`src/rtl/wt_ram_ctrl.sv`:
```
// wt_ram_ctrl -- sequencer/arbiter for the transposed-weight RAM.
//
// Owns the RAM control port and serves two requesters:
//   * weight loader: streams columns of one layer (col_valid/col_ready),
//     each accepted column becomes one registered RAM column write.
//   * forward-pass engine: fetches rows of one layer, one row per
//     row_valid/row_ready handshake, with a registered row_data.
// Tracks which layers hold a complete set of weights (loaded).
//
// Ports:
//   CLK, RST_N                      clock, asynchronous active-low reset
//   load_start/layer/ncols          column-load request (sampled in IDLE)
//   col_valid, col_ready, col_data  column stream handshake and vector
//   fetch_start/layer/nrows         row-fetch request (sampled in IDLE)
//   row_valid, row_ready, row_data  row stream handshake and vector
//   ram_rw, ram_layer, ram_neuron,
//   ram_column, ram_col_data        registered RAM control outputs
//   ram_rdata                       RAM row output (one cycle after address)
//   busy, done, err, loaded         status
module wt_ram_ctrl #(
    parameter int MAX_DEPTH   = 4,
    parameter int MAX_NEURONS = 8,
    parameter int DATA_W      = 16,
    localparam int LW = (MAX_DEPTH > 1) ? $clog2(MAX_DEPTH) : 1,
    localparam int NW = $clog2(MAX_NEURONS + 1),
    localparam int VW = MAX_NEURONS * DATA_W
) (
    input  logic                 CLK,
    input  logic                 RST_N,
    input  logic                 load_start,
    input  logic [LW-1:0]        load_layer,
    input  logic [NW-1:0]        load_ncols,
    input  logic                 col_valid,
    output logic                 col_ready,
    input  logic [VW-1:0]        col_data,
    input  logic                 fetch_start,
    input  logic [LW-1:0]        fetch_layer,
    input  logic [NW-1:0]        fetch_nrows,
    output logic                 row_valid,
    input  logic                 row_ready,
    output logic [VW-1:0]        row_data,
    output logic                 ram_rw,
    output logic [LW-1:0]        ram_layer,
    output logic [NW-1:0]        ram_neuron,
    output logic [NW-1:0]        ram_column,
    output logic [VW-1:0]        ram_col_data,
    input  logic [VW-1:0]        ram_rdata,
    output logic                 busy,
    output logic                 done,
    output logic                 err,
    output logic [MAX_DEPTH-1:0] loaded
);

    typedef enum logic [2:0] {
        S_IDLE, S_LOAD, S_LOAD_FLUSH, S_RD_ISSUE, S_RD_WAIT, S_RD_HOLD
    } state_t;

    state_t state_reg, state_next;

    logic                 ram_rw_reg;
    logic [LW-1:0]        ram_layer_reg;
    logic [NW-1:0]        ram_neuron_reg;
    logic [NW-1:0]        ram_column_reg;
    logic [VW-1:0]        ram_col_data_reg;
    logic [VW-1:0]        row_data_reg;
    logic                 done_reg;
    logic                 err_reg;
    logic [MAX_DEPTH-1:0] loaded_reg;
    logic [NW-1:0]        cnt_reg;    // column index k during load, row index r during fetch
    logic [NW-1:0]        count_reg;  // latched ncols / nrows

    logic load_ok, fetch_ok;
    logic accept_load, accept_fetch, reject;
    logic last_item;

    // Request validation; the range checks are done at 32 bits so they stay
    // meaningful when MAX_DEPTH is not a power of two.
    assign load_ok  = (32'(load_layer) < 32'(MAX_DEPTH)) && (load_ncols != '0)
                   && (32'(load_ncols) <= 32'(MAX_NEURONS));
    assign fetch_ok = (32'(fetch_layer) < 32'(MAX_DEPTH)) && (fetch_nrows != '0)
                   && (32'(fetch_nrows) <= 32'(MAX_NEURONS)) && loaded_reg[fetch_layer];

    // Load has priority: a simultaneous fetch is silently dropped, even when
    // the load itself is rejected.
    assign accept_load  = (state_reg == S_IDLE) && load_start && load_ok;
    assign accept_fetch = (state_reg == S_IDLE) && !load_start && fetch_start && fetch_ok;
    assign reject       = (state_reg == S_IDLE) &&
                          (load_start ? !load_ok : (fetch_start && !fetch_ok));

    assign last_item = (cnt_reg == count_reg - NW'(1));

    // State register
    always_ff @(posedge CLK or negedge RST_N) begin
        if (!RST_N) state_reg <= S_IDLE;
        else        state_reg <= state_next;
    end

    // Next-state logic
    always_comb begin
        state_next = state_reg;
        case (state_reg)
            S_IDLE: begin
                if (accept_load)       state_next = S_LOAD;
                else if (accept_fetch) state_next = S_RD_ISSUE;
            end
            S_LOAD:       if (col_valid && last_item) state_next = S_LOAD_FLUSH;
            S_LOAD_FLUSH: state_next = S_IDLE;
            S_RD_ISSUE:   state_next = S_RD_WAIT;
            S_RD_WAIT:    state_next = S_RD_HOLD;
            S_RD_HOLD:    if (row_ready) state_next = last_item ? S_IDLE : S_RD_ISSUE;
            default:      state_next = S_IDLE;
        endcase
    end

    // State-decoded outputs
    always_comb begin
        col_ready = (state_reg == S_LOAD);
        row_valid = (state_reg == S_RD_HOLD);
        busy      = (state_reg != S_IDLE);
    end

    // Registered datapath and status
    always_ff @(posedge CLK or negedge RST_N) begin
        if (!RST_N) begin
            ram_rw_reg       <= 1'b0;
            ram_layer_reg    <= '0;
            ram_neuron_reg   <= '0;
            ram_column_reg   <= '0;
            ram_col_data_reg <= '0;
            row_data_reg     <= '0;
            done_reg         <= 1'b0;
            err_reg          <= 1'b0;
            loaded_reg       <= '0;
            cnt_reg          <= '0;
            count_reg        <= '0;
        end else begin
            done_reg <= 1'b0;
            err_reg  <= reject;
            case (state_reg)
                S_IDLE: begin
                    ram_rw_reg <= 1'b0;
                    if (accept_load) begin
                        ram_layer_reg          <= load_layer;
                        count_reg              <= load_ncols;
                        cnt_reg                <= '0;
                        loaded_reg[load_layer] <= 1'b0;
                    end else if (accept_fetch) begin
                        ram_layer_reg  <= fetch_layer;
                        ram_neuron_reg <= '0;
                        count_reg      <= fetch_nrows;
                        cnt_reg        <= '0;
                    end
                end
                S_LOAD: begin
                    // col_ready is high throughout LOAD, so col_valid alone
                    // marks a handshake.
                    ram_rw_reg <= col_valid;
                    if (col_valid) begin
                        ram_column_reg   <= cnt_reg;
                        ram_col_data_reg <= col_data;
                        cnt_reg          <= cnt_reg + NW'(1);
                    end
                end
                S_LOAD_FLUSH: begin
                    // The last column write is being committed this cycle.
                    ram_rw_reg                <= 1'b0;
                    loaded_reg[ram_layer_reg] <= 1'b1;
                    done_reg                  <= 1'b1;
                end
                S_RD_WAIT: row_data_reg <= ram_rdata;
                S_RD_HOLD: begin
                    if (row_ready) begin
                        if (last_item) begin
                            done_reg <= 1'b1;
                        end else begin
                            cnt_reg        <= cnt_reg + NW'(1);
                            ram_neuron_reg <= cnt_reg + NW'(1);
                        end
                    end
                end
                default: ;
            endcase
        end
    end

    assign ram_rw       = ram_rw_reg;
    assign ram_layer    = ram_layer_reg;
    assign ram_neuron   = ram_neuron_reg;
    assign ram_column   = ram_column_reg;
    assign ram_col_data = ram_col_data_reg;
    assign row_data     = row_data_reg;
    assign done         = done_reg;
    assign err          = err_reg;
    assign loaded       = loaded_reg;

endmodule
```
`config.mk`:
```
export PLATFORM = sky130hd
export DESIGN_NAME = wt_ram_ctrl
export DESIGN_NICKNAME = d
export VERILOG_FILES = /design/src/rtl/wt_ram_ctrl.sv
export SDC_FILE = /design/constraint.sdc
export NUM_CORES = 1
export LEC_CHECK = 0
export BUFFER_PORTS_ARGS = -buffer_cell sky130_fd_sc_hd__buf_2
export CORE_AREA = 2 2 211 213
export CTS_CLUSTER_SIZE = 10
export DETAILED_ROUTE_END_ITERATION = 16
export DIE_AREA = 0 0 213 215
export GPL_TIMING_DRIVEN = 0
export HOLD_SLACK_MARGIN = 0.03
export PLACE_DENSITY = 0.56
export SLEW_MARGIN = 25
export SYNTH_ARGS = -nofsm -noshare
export SYNTH_HDL_FRONTEND = slang
export SYNTH_SLANG_ARGS = --single-unit
```
`constraint.sdc`:
```
create_clock -name CLK -period 3.39 [get_ports CLK]
set_clock_uncertainty 0.15 [all_clocks]
set_input_delay 0.339 -clock CLK [delete_from_list [all_inputs] [get_ports CLK]]
set_output_delay 0.339 -clock CLK [all_outputs]
set_load 0.03 [all_outputs]
```
==> results.cfg, run 1 <==
[yosys]
yosys_warnings = 0
synth.net_count = 979
yosys.area.top_type_share_pct = 64.3
avgSynthCellArea_um2 = 15.7
yosysTopAreaCell = dfrtp_1
synth_cells = 703
synth_area_mm2 = 0.0110
synth_seq_cells = 284
synth_cell_types = 43
yosysSeqAreaShare_pct = 64.3
ys_top_cells_by_area = dfrtp_1 64%, mux2_2 27%, buf_2 1.0%

[routing]
met1Wirelength_um = 14000
routed_via_density = 4.23
wl_met2_um = 18100
highest_layer = met5
drt-initial-drc-count = 438
drc = 0
wl_met3_um = 2550
vias = 9191
drt-total-wl_um = 35900
drt_first_pass_iters = 4
wl_per_cell_um = 16.5
antenna_left = 0

[floorplanning]
die_w_um = 213
die_h_um = 215
fp-row-count = 77
io-pin-count = 550
die-area_mm2 = 0.0458
initial_core_util_pct = 25.3
design.core.area_mm2 = 0.0436

[global_route]
grt_first_pass_wirelength_um = 55500
grt_use_total_pct = 15.4
grt_max_degree = 89
grt_overflow = 0
grt_pass1_vias = 10300
grt_antenna_before_repair = 1

[pwr]
ir_drop_v = 0.000620
leakage_nw = 8.82
power_density_mw_per_mm2 = 1010
p_total_mw = 18.6

[finish]
drive_above_1_share_pct = 56.8
fillers = 3973
diodes = 0
syn_to_final_growth_pct = 66.8
nNetsFinal = 1843
stdcell_area_mm2 = 0.0184
final_core_util_pct = 42.2

[timing]
layout_setup_ws_ns = 0.756
fmax_mhz = 380
slew_headroom_pct = 56.4
setup_viol = 0
rsz0062_at_grt = false
drv_slew = 0
worst-slew-pin-transition_ns = 0.654
finalCriticalPeriod_ns = 2.63
final_hold_viol_count = 0
tns_ns = 0
finalCritPeriodShare_pct = 77.7

[critical_path]
critPathRequiredTime_ns = 3.64
critPathKind = flip-flop to flip-flop
arrival_ns = 2.88
worst_setup_path_end_kind = flip-flop
crit_fanout = 10
crit_path_start_kind = flip-flop

[clock_tree]
clock_sinks = 284
ctsHoldBuffers = 275
cts_buffers = 36
cts_buffer_depth = 3
cts.repair.resized = 0
clk_pin_slew_ns = 0.05
clock-root-buffer = clkbuf_16
tritoncts = done
h-tree-depth = 2
insertion_delay_ns = 0.52
postCtsSetupRepairBufs = 0

[placement]
dp_worst_setup_slack_ns = 0.540
gp_congestion = 0.780
place.detailed.hpwl_um = 25500
io_buffers = 548
post_dp_cell_area_mm2 = 0.0146

[hold_path]
hold_class = input pin to flip-flop

[outcome]
run_status = completed

[flow_run]
cap_violations = 0
-- layout by cell type, fill, tap and decap left out, types with 5 or more instances in the layout --
cell,count
clkbuf_1,8
dlygate4sd3_1,275
nand2_1,21
mux2_2,262
nand2b_1,6
o31ai_1,7
mux2i_1,5
clkbuf_16,37
nor2_1,8
buf_2,570
buf_4,7
xnor2_1,5
dfrtp_1,284
o21ai_0,12
inv_1,6
nor2b_1,5
-- synth_stat cells --
master / n
dfrtp_1: 284
mux2_2: 262
buf_2: 23
nand2_1: 21
o21ai_0: 12
nor2_1: 8
buf_4: 7
o31ai_1: 7
inv_1: 6
nand2b_1: 6
mux2i_1: 5
nor2b_1: 5
xnor2_1: 5
a21oi_1: 4
a31oi_1: 4
nand3_1: 4
nor3_2: 3
o2bb2ai_1: 3
xor2_1: 3
a22o_1: 2
a22oi_1: 2
and2_1: 2
clkbuf_1: 2
ha_1: 2
nor3_1: 2
o22ai_1: 2
a211o_1: 1
a21boi_0: 1
and2_4: 1
and3_1: 1
and4_4: 1
buf_6: 1
mux4_2: 1
nand3b_1: 1
nand4_1: 1
nor3b_1: 1
o2111a_1: 1
o21ai_2: 1
o31ai_4: 1
o41ai_1: 1
or2_4: 1
or3_1: 1
or4_1: 1
-- cell families (layout without fill, tap and decap cells) --
group,count (synthesis),after routing,share of synthesized area (%)
flip-flops,284,284,64.3
multiplexers,268,268,27.4
AND/OR/NAND/NOR,60,60,2.90
AO/OA/AOI/OAI,42,42,2.67
buffers and inverters,39,916,1.89
XOR/XNOR,8,8,0.634
adder cells (fa/ha/maj),2,2,0.226
-- layer usage --
metal / track usage (%) / vias up
met1: 17.2 / 4528
li1: - / 4228
met2: 27.3 / 353
met4: 5.92 / 2
met3: 4.76 / 80
met5: 0 / -
-- layout make-up --
type / instances / area, um2 / area share (%)
tap: 592 / 741 / 4.02
clock inverter: 5 / 62.6 / 0.339
clock buffer: 46 / 990 / 5.37
inverter: 6 / 22.5 / 0.122
buffer: 33 / 186 / 1.01
sequential: 284 / 7110 / 38.6
multi-input combinational: 380 / 3730 / 20.3
timing repair buffer: 826 / 5590 / 30.3
-- final timing paths --
kind | startpoint | slack, ns | end | cells past startpoint
worst max-delay path | state_reg[1] | 0.76 | ram_col_data[6] | 6
worst min-delay path | col_valid | 0.14 | ram_rw | 4
worst max register to register | state_reg[1] | 0.76 | ram_col_data[6] | 6
worst min register to register | ram_col_data[4] | 0.35 | ram_col_data[4] | 1
max in group asynchronous | RST_N | 1.77 | row_data[116] | 4
min in group asynchronous | RST_N | 0.19 | row_data[22] | 2
-- through the flow --
stage | hold slack (ns) | std cells
global placement | 0.335 | 1843
floorplan | -0.107 | 703
detailed placement | 0.138 | 1846
global route | 0.153 | 2172
finish | 0.139 | 2172
CTS | 0.0916 | 2172
-- critical path, cell delays in order, from the launching register on --
cell	delay [ns]
dfrtp_1	0.38
buf_2	0.17
nand2b_1	0.22
nor2_1	0.52
buf_2	0.43
buf_4	0.27
mux2_2	0.35
-- where the power goes --
| part | internal [mW] | switching, mW | leakage [nW] | total (mW) |
|---|---|---|---|---|
| combinational | 3.42 | 5.70 | 4.90 | 9.12 |
| clock | 2.11 | 1.40 | 0.508 | 3.50 |
| sequential | 5.10 | 0.918 | 3.41 | 6.02 |
Power figures use the tool's default switching activity.
==> run 2: changes to the inputs <==
--- a/config.mk
+++ b/config.mk
@@ -5,11 +5,12 @@
 export SDC_FILE = /design/constraint.sdc
 export NUM_CORES = 1
 export LEC_CHECK = 0
+export ABC_AREA = 1
 export BUFFER_PORTS_ARGS = -buffer_cell sky130_fd_sc_hd__buf_2
-export CORE_AREA = 2 2 211 213
+export CORE_AREA = 2 2 214 216
 export CTS_CLUSTER_SIZE = 10
 export DETAILED_ROUTE_END_ITERATION = 16
-export DIE_AREA = 0 0 213 215
+export DIE_AREA = 0 0 216 218
 export GPL_TIMING_DRIVEN = 0
 export HOLD_SLACK_MARGIN = 0.03
 export PLACE_DENSITY = 0.56
==> constraint.sdc (replaced) <==
create_clock -name CLK -period 2.54 [get_ports CLK]
set_clock_uncertainty 0.15 [all_clocks]
set_input_delay 0.254 -clock CLK [delete_from_list [all_inputs] [get_ports CLK]]
set_output_delay 0.254 -clock CLK [all_outputs]
set_load 0.03 [all_outputs]
==> results.cfg, run 2 <==
[routing]
vias = 9309
routed_via_density = 4.14
antenna_left = 0
drt_first_pass_iters = 4
drt-initial-drc-count = 342
drt-total-wl_um = 36000
wl_per_cell_um = 16.0
drc = 0

[global_route]
grt_antenna_before_repair = 1
grt_overflow = 0
grt_first_pass_wirelength_um = 55400
grt_max_degree = 90
grt_use_total_pct = 14.8
grt_pass1_vias = 10200

[yosys]
synth_seq_cells = 284
synth_cell_types = 26
ys_top_cells_by_area = dfrtp_1 62%, mux2_2 13%, mux2_4 13%
synth_edf_count = 0
avgSynthCellArea_um2 = 14.9
synth.most_common_cell = dfrtp_1
yosys_warnings = 0
yosysSeqAreaShare_pct = 61.7
postSynth.asyncResetShare_pct = 100
ys.flop_type = dfrtp_1
synth_common_cells = 284 x dfrtp_1, 135 x mux2_2, 100 x mux2_4
yosysTopAreaCell = dfrtp_1
synth_cells = 772
yosys.area.top_type_share_pct = 61.7
synth_area_mm2 = 0.0115
synth.net_count = 1048

[pwr]
ir_drop_v = 0.000763
leakage_nw = 9.48
p_total_mw = 25.4
power_density_mw_per_mm2 = 1350

[finish]
stdcell_area_mm2 = 0.0188
nNetsFinal = 1912
drive_above_1_share_pct = 52.6
syn_to_final_growth_pct = 63.4
final_common_cell = buf_2
fin_cells = 2248
most-common-layout-cells = 565 x buf_2, 284 x dfrtp_1, 275 x dlygate4sd3_1
fillers = 4164

[clock_tree]
h-tree-depth = 2
insertion_delay_ns = 0.52
cts_buffers = 35
clock_sinks = 284
tritoncts = done
clock-root-buffer = clkbuf_16
cts_buffer_depth = 3
clk_pin_slew_ns = 0.05

[timing]
final_hold_viol_count = 0
fmax_mhz = 425
slew_headroom_pct = 67.8
rsz0062_at_grt = false
finalCritPeriodShare_pct = 92.7
drv_slew = 0
setup_viol = 0
finalCriticalPeriod_ns = 2.35
worst-slew-pin-transition_ns = 0.483
layout_setup_ws_ns = 0.185
tns_ns = 0

[floorplanning]
die_w_um = 216
die_h_um = 218
initial_core_util_pct = 25.7
die-area_mm2 = 0.0471
fp-row-count = 78
io-pin-count = 550
design.core.area_mm2 = 0.0449

[critical_path]
worst_setup_path_end_kind = flip-flop
arrival_ns = 2.60
worst-path-buf-inv = 2
critPathKind = flip-flop to flip-flop
path_common_cell = o21ai_0
crit_path_cell_trace = nor2_4 -> nand2_2 -> nor2_1 -> nand3_2 -> inv_1 -> nand2_1 -> o21ai_0 -> dlygate4sd3_1 -> o21ai_0
cpPeakStageDelay_ns = 0.57
crit_path_start_kind = flip-flop
cp_slowest_cell = dlygate4sd3_1
crit_fanout = 7
critPathRequiredTime_ns = 2.78
cp_top_family = buffers and inverters

[placement]
post_dp_cell_area_mm2 = 0.0151
gp_congestion = 0.838
io_buffers = 549
dp_worst_setup_slack_ns = 0.343
place_inst = 1924
place.detailed.hpwl_um = 25500

[hold_path]
hold_class = input pin to async pin

[outcome]
run_status = completed

[flow_run]
cap_violations = 0
[run 2: cell count changes after synthesis, sizes merged, moves of 3 or more]
cell,change
nand3,+14
o31ai,-8
and2,-3
mux2,-6
nor2,+16
o2bb2ai,-3
o21bai,+5
nand2,+61
nand2b,-6
inv,+29
xnor2,-4
mux2i,-5
nor2b,-5
o211ai,+3
[run 2: cell families after synthesis]
kind of cell | Yosys count | synth area share, %
muxes | 256 | 28.3
adders and majority gates | 2 | 0.217
DFF | 284 | 61.7
xor gates and xnor gates | 2 | 0.152
and+or+nand+nor | 130 | 4.74
AOI/OAI and AO/OA | 32 | 1.64
buffers and inverters | 66 | 3.25
[run 2: through the flow]
stage	utilization, %	hold WS [ns]
after floorplan	-	-0.192
after global placement	33.4	0.308
after detailed placement	33.7	0.0115
after CTS	41.9	0.0402
after global routing	41.9	0.0643
final	41.9	0.0615
[run 2: worst paths after layout]
kind,startpoint,depth (start not counted),to,slack [ns]
max in group asynchronous,RST_N,4,ram_col_data[93],1.02
min in group CLK,load_start,7,state_reg[1],0.24
min,RST_N,2,ram_col_data[53],0.06
max reg2reg,state_reg[0],9,loaded[1],0.19
min reg2reg,ram_neuron[2],2,ram_neuron[2],0.32
max,state_reg[0],9,loaded[1],0.19
[run 2: power by group]
part	total, mW	internal (mW)	switching (mW)
clock network	4.32	2.50	1.82
logic	13.0	5.10	7.92
registers	8.08	6.83	1.25
[run 2: per-layer routing]
| metal | part of all wire, % | wire length [um] | GRT usage (%) |
|---|---|---|---|
| met5 | 0.033 | 12 | 0 |
| met4 | 2.8 | 992 | 5.30 |
| met3 | 6.4 | 2290 | 3.81 |
| met2 | 51 | 18200 | 26.2 |
| met1 | 40 | 14500 | 17.2 |
[run 2: layout make-up]
class	instances	area (um2)	share of cell area (%)
flip-flops and latches	284	7110	37.8
repair buffers	827	5590	29.7
multi-input cells	422	4040	21.5
clock buffers	43	906	4.82
well taps	600	751	3.99
plain buffers	31	243	1.29
inverters	35	131	0.698
clock inverters	5	38.8	0.206
diodes	1	2.50	0.0133
[run 2: repair_timing]
item | in CTS | in global routing
buffers inserted | 0 | 0
endpoints found under the hold margin | 468 | 0
endpoints found under the setup margin | 0 | 3
hold buffers | 275 | 0
gates resized for setup | 0 | 2
[run 2: worst reg2reg max path: stages (launching register included)]
cell,delay (ns)
dfrtp_1,0.47
nor2_4,0.15
nand2_2,0.13
nor2_1,0.14
nand3_2,0.14
inv_1,0.15
nand2_1,0.09
o21ai_0,0.17
dlygate4sd3_1,0.57
o21ai_0,0.08
